===== src/rtl/bsg_link_pkg.sv =====
// Shared link constants so upstream and downstream agree on credit math.
// Pure definitions; no logic, no latency, no backpressure.
package bsg_link_pkg;
    localparam int bsg_link_credits_lp              = 64;
    localparam int bsg_link_lg_credits_lp           = $clog2(bsg_link_credits_lp);
    localparam int bsg_link_lg_credit_decimation_lp = 3;
    localparam int bsg_link_word_width_lp           = 32;

    typedef logic [31:0] bsg_link_word_t;
endpackage


===== src/rtl/bsg_link_downstream_token_return_if.sv =====
// Bundle of the io-side write, core-side valid/ready read and credit/debug outputs.
// slave = the downstream block; master = whatever drives io words and consumes core words.
interface bsg_link_downstream_token_return_if
    import bsg_link_pkg::*;
#(
    parameter int WIDTH         = bsg_link_word_width_lp,
    parameter int LG_FIFO_DEPTH = bsg_link_lg_credits_lp
);
    logic                     io_valid_i;
    logic [WIDTH-1:0]         io_data_i;
    logic                     core_valid_o;
    logic [WIDTH-1:0]         core_data_o;
    logic                     core_ready_i;
    logic                     token_o;
    logic [LG_FIFO_DEPTH:0]   deq_count_o;
    logic                     overflow_o;

    modport master (
        output io_valid_i, io_data_i, core_ready_i,
        input  core_valid_o, core_data_o, token_o, deq_count_o, overflow_o
    );

    modport slave (
        input  io_valid_i, io_data_i, core_ready_i,
        output core_valid_o, core_data_o, token_o, deq_count_o, overflow_o
    );
endinterface


===== src/rtl/bsg_link_credit_fifo.sv =====
// Credit-sized FIFO: unconditional write port, valid/ready read port, sticky overflow.
// 1-cycle write-to-read latency; writes into a full FIFO without a same-cycle read are dropped.
module bsg_link_credit_fifo
    import bsg_link_pkg::*;
#(
    parameter int WIDTH    = $bits(bsg_link_word_t),
    parameter int LG_DEPTH = bsg_link_lg_credits_lp
) (
    input  logic             clk,
    input  logic             rst,
    input  logic             w_v_i,
    input  logic [WIDTH-1:0] w_data_i,
    output logic             r_v_o,
    output logic [WIDTH-1:0] r_data_o,
    input  logic             r_ready_i,
    output logic             deq_o,
    output logic             overflow_o
);
    localparam int              DEPTH   = 1 << LG_DEPTH;
    localparam logic [LG_DEPTH:0] PTR_ONE = 1;

    logic [LG_DEPTH:0] wptr_q, wptr_d;
    logic [LG_DEPTH:0] rptr_q, rptr_d;
    logic              overflow_q, overflow_d;
    logic [WIDTH-1:0]  mem_q [DEPTH];

    logic empty;
    logic full;
    logic wr;

    assign empty = (wptr_q == rptr_q);
    // One extra pointer bit separates full from empty when the low bits match.
    assign full  = (wptr_q[LG_DEPTH] != rptr_q[LG_DEPTH]) &&
                   (wptr_q[LG_DEPTH-1:0] == rptr_q[LG_DEPTH-1:0]);

    assign deq_o = !empty && r_ready_i;
    assign wr    = w_v_i && (!full || deq_o);

    always_comb begin
        wptr_d     = wptr_q;
        rptr_d     = rptr_q;
        overflow_d = overflow_q;
        if (wr) begin
            wptr_d = wptr_q + PTR_ONE;
        end
        if (deq_o) begin
            rptr_d = rptr_q + PTR_ONE;
        end
        if (w_v_i && !wr) begin
            overflow_d = 1'b1;
        end
    end

    always_ff @(posedge clk) begin
        if (rst) begin
            wptr_q     <= '0;
            rptr_q     <= '0;
            overflow_q <= 1'b0;
        end else begin
            wptr_q     <= wptr_d;
            rptr_q     <= rptr_d;
            overflow_q <= overflow_d;
        end
    end

    // A write into a full FIFO alongside a read lands in the slot being vacated.
    always_ff @(posedge clk) begin
        if (wr) begin
            mem_q[wptr_q[LG_DEPTH-1:0]] <= w_data_i;
        end
    end

    assign r_v_o      = !empty;
    assign r_data_o   = empty ? '0 : mem_q[rptr_q[LG_DEPTH-1:0]];
    assign overflow_o = overflow_q;
endmodule


===== src/rtl/bsg_link_downstream_token_return.sv =====
// Receive side of the DDR link: buffers io words, hands them to core, toggles a credit token.
// 1-cycle io-to-core latency; core backpressure via core_ready_i, io side has none (credit-protected).
module bsg_link_downstream_token_return
    import bsg_link_pkg::*;
#(
    parameter int WIDTH                = bsg_link_word_width_lp,
    parameter int LG_FIFO_DEPTH        = bsg_link_lg_credits_lp,
    parameter int LG_CREDIT_DECIMATION = bsg_link_lg_credit_decimation_lp
) (
    input  logic                                     clk,
    input  logic                                     rst,
    bsg_link_downstream_token_return_if.slave        link
);
    localparam logic [LG_CREDIT_DECIMATION-1:0] DEC_ONE = 1;
    localparam logic [LG_FIFO_DEPTH:0]          CNT_ONE = 1;

    logic                            deq;
    logic [LG_CREDIT_DECIMATION-1:0] dec_q, dec_d;
    logic                            token_q, token_d;
    logic [LG_FIFO_DEPTH:0]          deq_count_q, deq_count_d;

    bsg_link_credit_fifo #(
        .WIDTH    (WIDTH),
        .LG_DEPTH (LG_FIFO_DEPTH)
    ) fifo (
        .clk        (clk),
        .rst        (rst),
        .w_v_i      (link.io_valid_i),
        .w_data_i   (link.io_data_i),
        .r_v_o      (link.core_valid_o),
        .r_data_o   (link.core_data_o),
        .r_ready_i  (link.core_ready_i),
        .deq_o      (deq),
        .overflow_o (link.overflow_o)
    );

    // Token flips when the decimation counter wraps; partial credits are held, never flushed.
    always_comb begin
        dec_d       = dec_q;
        token_d     = token_q;
        deq_count_d = deq_count_q;
        if (deq) begin
            dec_d       = dec_q + DEC_ONE;
            deq_count_d = deq_count_q + CNT_ONE;
            if (dec_q == '1) begin
                token_d = ~token_q;
            end
        end
    end

    always_ff @(posedge clk) begin
        if (rst) begin
            dec_q       <= '0;
            token_q     <= 1'b0;
            deq_count_q <= '0;
        end else begin
            dec_q       <= dec_d;
            token_q     <= token_d;
            deq_count_q <= deq_count_d;
        end
    end

    assign link.token_o     = token_q;
    assign link.deq_count_o = deq_count_q;
endmodule


===== src/flat_wrapper.sv =====
// flat-port wrapper written by rule: the top's interface ports become plain ports
module bsg_link_downstream_token_return_flat import bsg_link_pkg::*;
#(
    parameter int WIDTH                = bsg_link_word_width_lp,
    parameter int LG_FIFO_DEPTH        = bsg_link_lg_credits_lp,
    parameter int LG_CREDIT_DECIMATION = bsg_link_lg_credit_decimation_lp
)
  (clk, rst, link_io_valid_i, link_io_data_i, link_core_ready_i, link_core_valid_o, link_core_data_o, link_token_o, link_deq_count_o, link_overflow_o);
  bsg_link_downstream_token_return_if #(.WIDTH(WIDTH), .LG_FIFO_DEPTH(LG_FIFO_DEPTH)) link_i ();
  input  logic clk;
  input  logic rst;
  input wire logic [$bits(link_i.io_valid_i)-1:0] link_io_valid_i;
  input wire logic [$bits(link_i.io_data_i)-1:0] link_io_data_i;
  input wire logic [$bits(link_i.core_ready_i)-1:0] link_core_ready_i;
  output wire logic [$bits(link_i.core_valid_o)-1:0] link_core_valid_o;
  output wire logic [$bits(link_i.core_data_o)-1:0] link_core_data_o;
  output wire logic [$bits(link_i.token_o)-1:0] link_token_o;
  output wire logic [$bits(link_i.deq_count_o)-1:0] link_deq_count_o;
  output wire logic [$bits(link_i.overflow_o)-1:0] link_overflow_o;
  assign link_i.io_valid_i = link_io_valid_i;
  assign link_i.io_data_i = link_io_data_i;
  assign link_i.core_ready_i = link_core_ready_i;
  assign link_core_valid_o = link_i.core_valid_o;
  assign link_core_data_o = link_i.core_data_o;
  assign link_token_o = link_i.token_o;
  assign link_deq_count_o = link_i.deq_count_o;
  assign link_overflow_o = link_i.overflow_o;
  bsg_link_downstream_token_return #(.WIDTH(WIDTH), .LG_FIFO_DEPTH(LG_FIFO_DEPTH), .LG_CREDIT_DECIMATION(LG_CREDIT_DECIMATION)) u_core (.clk(clk), .rst(rst), .link(link_i));
endmodule

===== config.mk =====
export PLATFORM = sky130hd
export DESIGN_NAME = bsg_link_downstream_token_return_flat
export DESIGN_NICKNAME = d
export VERILOG_FILES = /design/src/rtl/bsg_link_pkg.sv /design/src/rtl/bsg_link_downstream_token_return_if.sv /design/src/rtl/bsg_link_credit_fifo.sv /design/src/rtl/bsg_link_downstream_token_return.sv /design/src/flat_wrapper.sv
export SDC_FILE = /design/constraint.sdc
export NUM_CORES = 2
export LEC_CHECK = 0
export CORE_ASPECT_RATIO = 1.25
export CORE_MARGIN = 8
export CORE_UTILIZATION = 40
export CTS_CLUSTER_SIZE = 24
export DETAILED_ROUTE_END_ITERATION = 7
export SETUP_SLACK_MARGIN = 0.2
export SKIP_CTS_REPAIR_TIMING = 1
export SYNTH_ARGS = -nofsm -noshare
export SYNTH_HDL_FRONTEND = slang
export SYNTH_SLANG_ARGS = --single-unit

===== constraint.sdc =====
create_clock -name clk -period 4.3 [get_ports clk]
set_input_delay 0.43 -clock clk [delete_from_list [all_inputs] [get_ports clk]]
set_output_delay 0.43 -clock clk [all_outputs]
set_load 0.05 [all_outputs]

== Word-level counts from Yosys, hierarchy flattened ==
Memories as Yosys holds them, arrays and structs flattened. A register that Yosys moved wholly into a read port is not among the register bits.
Cells that the tools add are included.
Word-level totals
  register bits: 26
  RAM bits: 2048
  memories kept: 1
Memories
  u_core.fifo.mem_q: words 64, width 32, rd ports 1, clocked after Yosys merged registers in 1, wr ports 1, RTL line bsg_link_credit_fifo.sv:25  | logic [WIDTH-1:0] mem_q [DEPTH];
Cells by class
  mux-type cells: 5
  add/subtract/negate cells: 4
  reduce and logical (&&, ||, !) cells: 9
  bitwise operators: 1
  eq/ne operators: 4
Operators with widths (count)
  $mux 32: 1
  $add 7x1->7 const B: 3
  $mux 6: 2
  $eq 7x7->1: 1
  $eq 6x6->1: 1
  $logic_and 1x1->1: 4
  $add 3x1->3 const B: 1
  $eq 3x3->1 const B: 1
  $logic_not 1->1: 3
  $mux 1: 2
  $reduce_and 2->1: 1
  $logic_or 1x1->1: 1
  $ne 1x1->1: 1
  $not 1->1: 1

== Depth between registers and ports, before layout ==
  depth after elaboration: 7
  mapped depth: 9

== Hierarchy ==
A second synthesis with hierarchy kept.
Second synthesis, totals
  cell total of the unflattened synthesis: 3483
  area, all modules: 80124.3 sq um
Modules (own cells, without submodules)
  bsg_link_credit_fifo: times used 1, seq. area each 61919.4 sq um, area an instance 79653.9 sq um, cells each 3436
  bsg_link_downstream_token_return: times used 1, seq. area each 220.2 sq um, area an instance 470.5 sq um, cells each 47

== Least setup slack after synthesis ==
OpenSTA, ideal clock, no wires.
  path kind: register -> output
  start: register (tool-made name)
  end: output link_core_data_o[19]
  setup slack: 0.068 ns
  cell stages (with the launch flop): 7
  arrival time: 3.802 ns
  path through: dfxtp_1 inv_1 buf_1 nand2_1 o221ai_1 a21oi_1 a2111oi_0
RTL lines
  end, declared: RTL line flat_wrapper.sv:16  | output wire logic [$bits(link_i.core_data_o)-1:0] link_core_data_o;

==> metrics <==
Hold Path Class=in -> reg; Die Area=214000 um^2; family with the most delay on the worst path=buffers and inverters; Clock Latency Late Sink=0.83 ns; Critical Path Start Type=register; Mapped Area=79800 um^2; Worst Hold End=u_core.fifo.mem_q[56][8]; Ports=78; CTS tree=yes; final setup fails=0; proportion of synthesized chip area in sequential cells=77.9%; Crit-path slowest cell=dfxtp_4; flop2flop setup slack=0.87 ns; die height=515 um; port bufs=77; Cell variety after synth=60; hold depth=1; VDD IR-drop max=0.389 mV; CP bufs+invs=5; crit path DAT=3.66 ns; Power Density=489 nW/um^2; Placer Congestion=0.831; DRT Pass-1 Iters=6; initial antenna violation count=21; Starting Density=40.2%; CTS clk-pin slew, worst paths=0.07 ns; worst-path maximum fanout=12; EDFF count, synth=2048; status=finished, final reports clean; Worst Skew=0.0242 ns; Hold Path Origin=link_io_data_i[8]; syn nets=3551; f_max=245 MHz; ys flop type=edfxtp_1; most used cell, CP=buf_4; core area=199000 um^2; layout cells sized above 1=32.8%; area grow syn2layout=16.7%; actual slew at the worst max-slew pin=1.28 ns; vias in the first global route=39700; Critical Path RT=3.87 ns; Cells after Synth=3510; fin crit period=4.09 ns; Die X=415 um; nets=3947; cells along the critical path=buf_4 -> nand2_1 -> buf_4 -> o41ai_1 -> nor3_2 -> buf_4 -> a211oi_4 -> buf_4 -> buf_12; Num CTS Buffers=191; r2r startpoint=u_core.fifo.wptr_q[0]; remaining antenna violation count after routing=0; Overflow after GRT=0; Clock Path Buffers=3; largest net degree at the start of global routing=65; H-tree levels=4; Post-Syn Area per Cell=22.7 um^2; fin crit share=95.1%; Synth Warn #=0; RSZ-0062 raised after global routing=true; async set-or-reset flop fraction in the synthesized netlist=0%; DRC viols=0; routed vias/inst=6.01; final hold violation count=0; fill cell count=16000; Lkg Pwr=28.2 nW; total power=45.6 mW; Routed WL=231 mm; routed vias=40000; Critical R2R Capture=u_core.fifo.mem_q[16][25]; critical path class=reg -> out; Cell Rows=183; Final Util=46.9%; # clock sinks=2080; Fin Hold WS=0.237 ns; Max-cap violations=0; clk root buf=clkbuf_16; Routed WL per cell=34.7 um; CP max stage delay=0.57 ns; R2R cell count=7; Total GRT Usage=20.9%; max-slew violations=0; Slew HR=14.8%; Crit. End Element=primary output; first-pass GRT wire length=315 mm; Initial DRC Count=4734; dpl hpwl=134 mm; flop and latch count out of synthesis=2080
## metal layers
metal | vias to the layer above | GRT usage (%) | part of all wire (%)
li1 | 15800 | - | -
met1 | 21700 | 26.9 | 38
met2 | 2121 | 35.4 | 50
met3 | 427 | 4.02 | 8.6
met4 | 6 | 7.64 | 4.0
met5 | - | 0 | 0.019
## cell usage after synthesis, types with 5 or more instances
cell type  number  area share (%)
nand3_1        31            0.19
mux2_2         31            0.44
and3_1          5           0.039
a22o_1         10            0.11
or3_1          12           0.094
edfxtp_1     2048              77
a31oi_1        10           0.078
nand2b_1        5           0.039
and2_1          6           0.047
nand4_1         7           0.055
o2111ai_1       7           0.077
a22oi_1        85            0.80
buf_6          13            0.18
nand2_1        76            0.36
mux2i_1       100             1.3
o21ai_0        15           0.094
xor2_1         10            0.11
a21oi_1        49            0.31
nor3_1          5           0.031
ha_1            5           0.078
buf_1          18           0.085
clkbuf_1       47            0.22
buf_4          46            0.43
dfxtp_1        32            0.80
o21ai_1         6           0.038
nor2b_1        16            0.13
a211oi_1        8           0.075
buf_2          67            0.42
mux4_2        524              15
a221oi_1       12            0.13
nand3b_1        6           0.056
nor2_1        114            0.54
o221ai_1        7           0.077
inv_1           9           0.042
o22ai_1        22            0.17
## power by group
| group | internal [mW] | switching, mW |
|---|---|---|
| sequential | 22.3 | 0.0465 |
| combinational | 2.97 | 3.45 |
| clock | 9.28 | 7.46 |
| total | 34.6 | 11.0 |
## registers in the layout, summed over array words and instances (netlist names), named ones only
name / flops
u_core.dec_q: 3
u_core.fifo.mem_q: 2048
u_core.fifo.overflow_o: 1
u_core.fifo.rptr_q: 7
u_core.fifo.wptr_q: 7
u_core.link.deq_count_o: 7
u_core.link.token_o: 1
## worst max-delay path by stage
stage / startpoint / end / cells past startpoint / slack [ns]
6_report: register / link_core_data_o[21] / 9 / 0.21
3_3_place_gp: register / link_core_data_o[1] / 9 / 0.33
3_5_place_dp: register / link_core_data_o[1] / 9 / 0.38
2_1_floorplan: register / link_core_data_o[19] / 6 / 0.74
4_1_cts: register / link_core_data_o[1] / 9 / -0.53
5_1_grt: register / link_core_data_o[1] / 9 / 0.08
## final cells by class
cell class	instances	area (um^2)	area share, %
Timing Repair Buffer	394	4210	4.53
Inverter	10	42.5	0.0457
Sequential cell	2080	62200	66.8
Antenna cell	12	30.0	0.0322
Clock buffer	231	5010	5.39
Multi-Input combinational cell	1229	17300	18.6
Clock inverter	120	1080	1.16
Tap cell	2590	3240	3.48
## metrics by stage
step	setup TNS, ns	setup slack, ns	area [um^2]	cells
CTS	-7.78	-0.532	92200	6615
finish	0	0.212	93100	6666
global placement	0	0.326	86100	6264
detailed placement	0	0.377	86100	6264
floorplan	0	0.744	79800	3510
global route	0	0.0770	93100	6661
## cells in the final DEF (no fill, tap or decap), drive strengths merged, types with 31 or more instances in the layout
cell    count
edfxtp   2048
mux4      524
mux2       31
clkinv     87
a21oi      49
nand3      31
a22oi      85
dfxtp      32
mux2i     100
nand2      76
nor2      114
buf       377
clkbuf    235
## cell families after synthesis
family | Yosys count | synth area share, %
compound gates | 259 | 2.27
flops | 2080 | 77.9
buf+inv | 201 | 1.39
simple gates | 297 | 1.72
fa+ha+maj | 5 | 0.0784
mux | 655 | 16.5
xor+xnor | 13 | 0.143
Note: power is estimated with default switching activity, not from simulation.
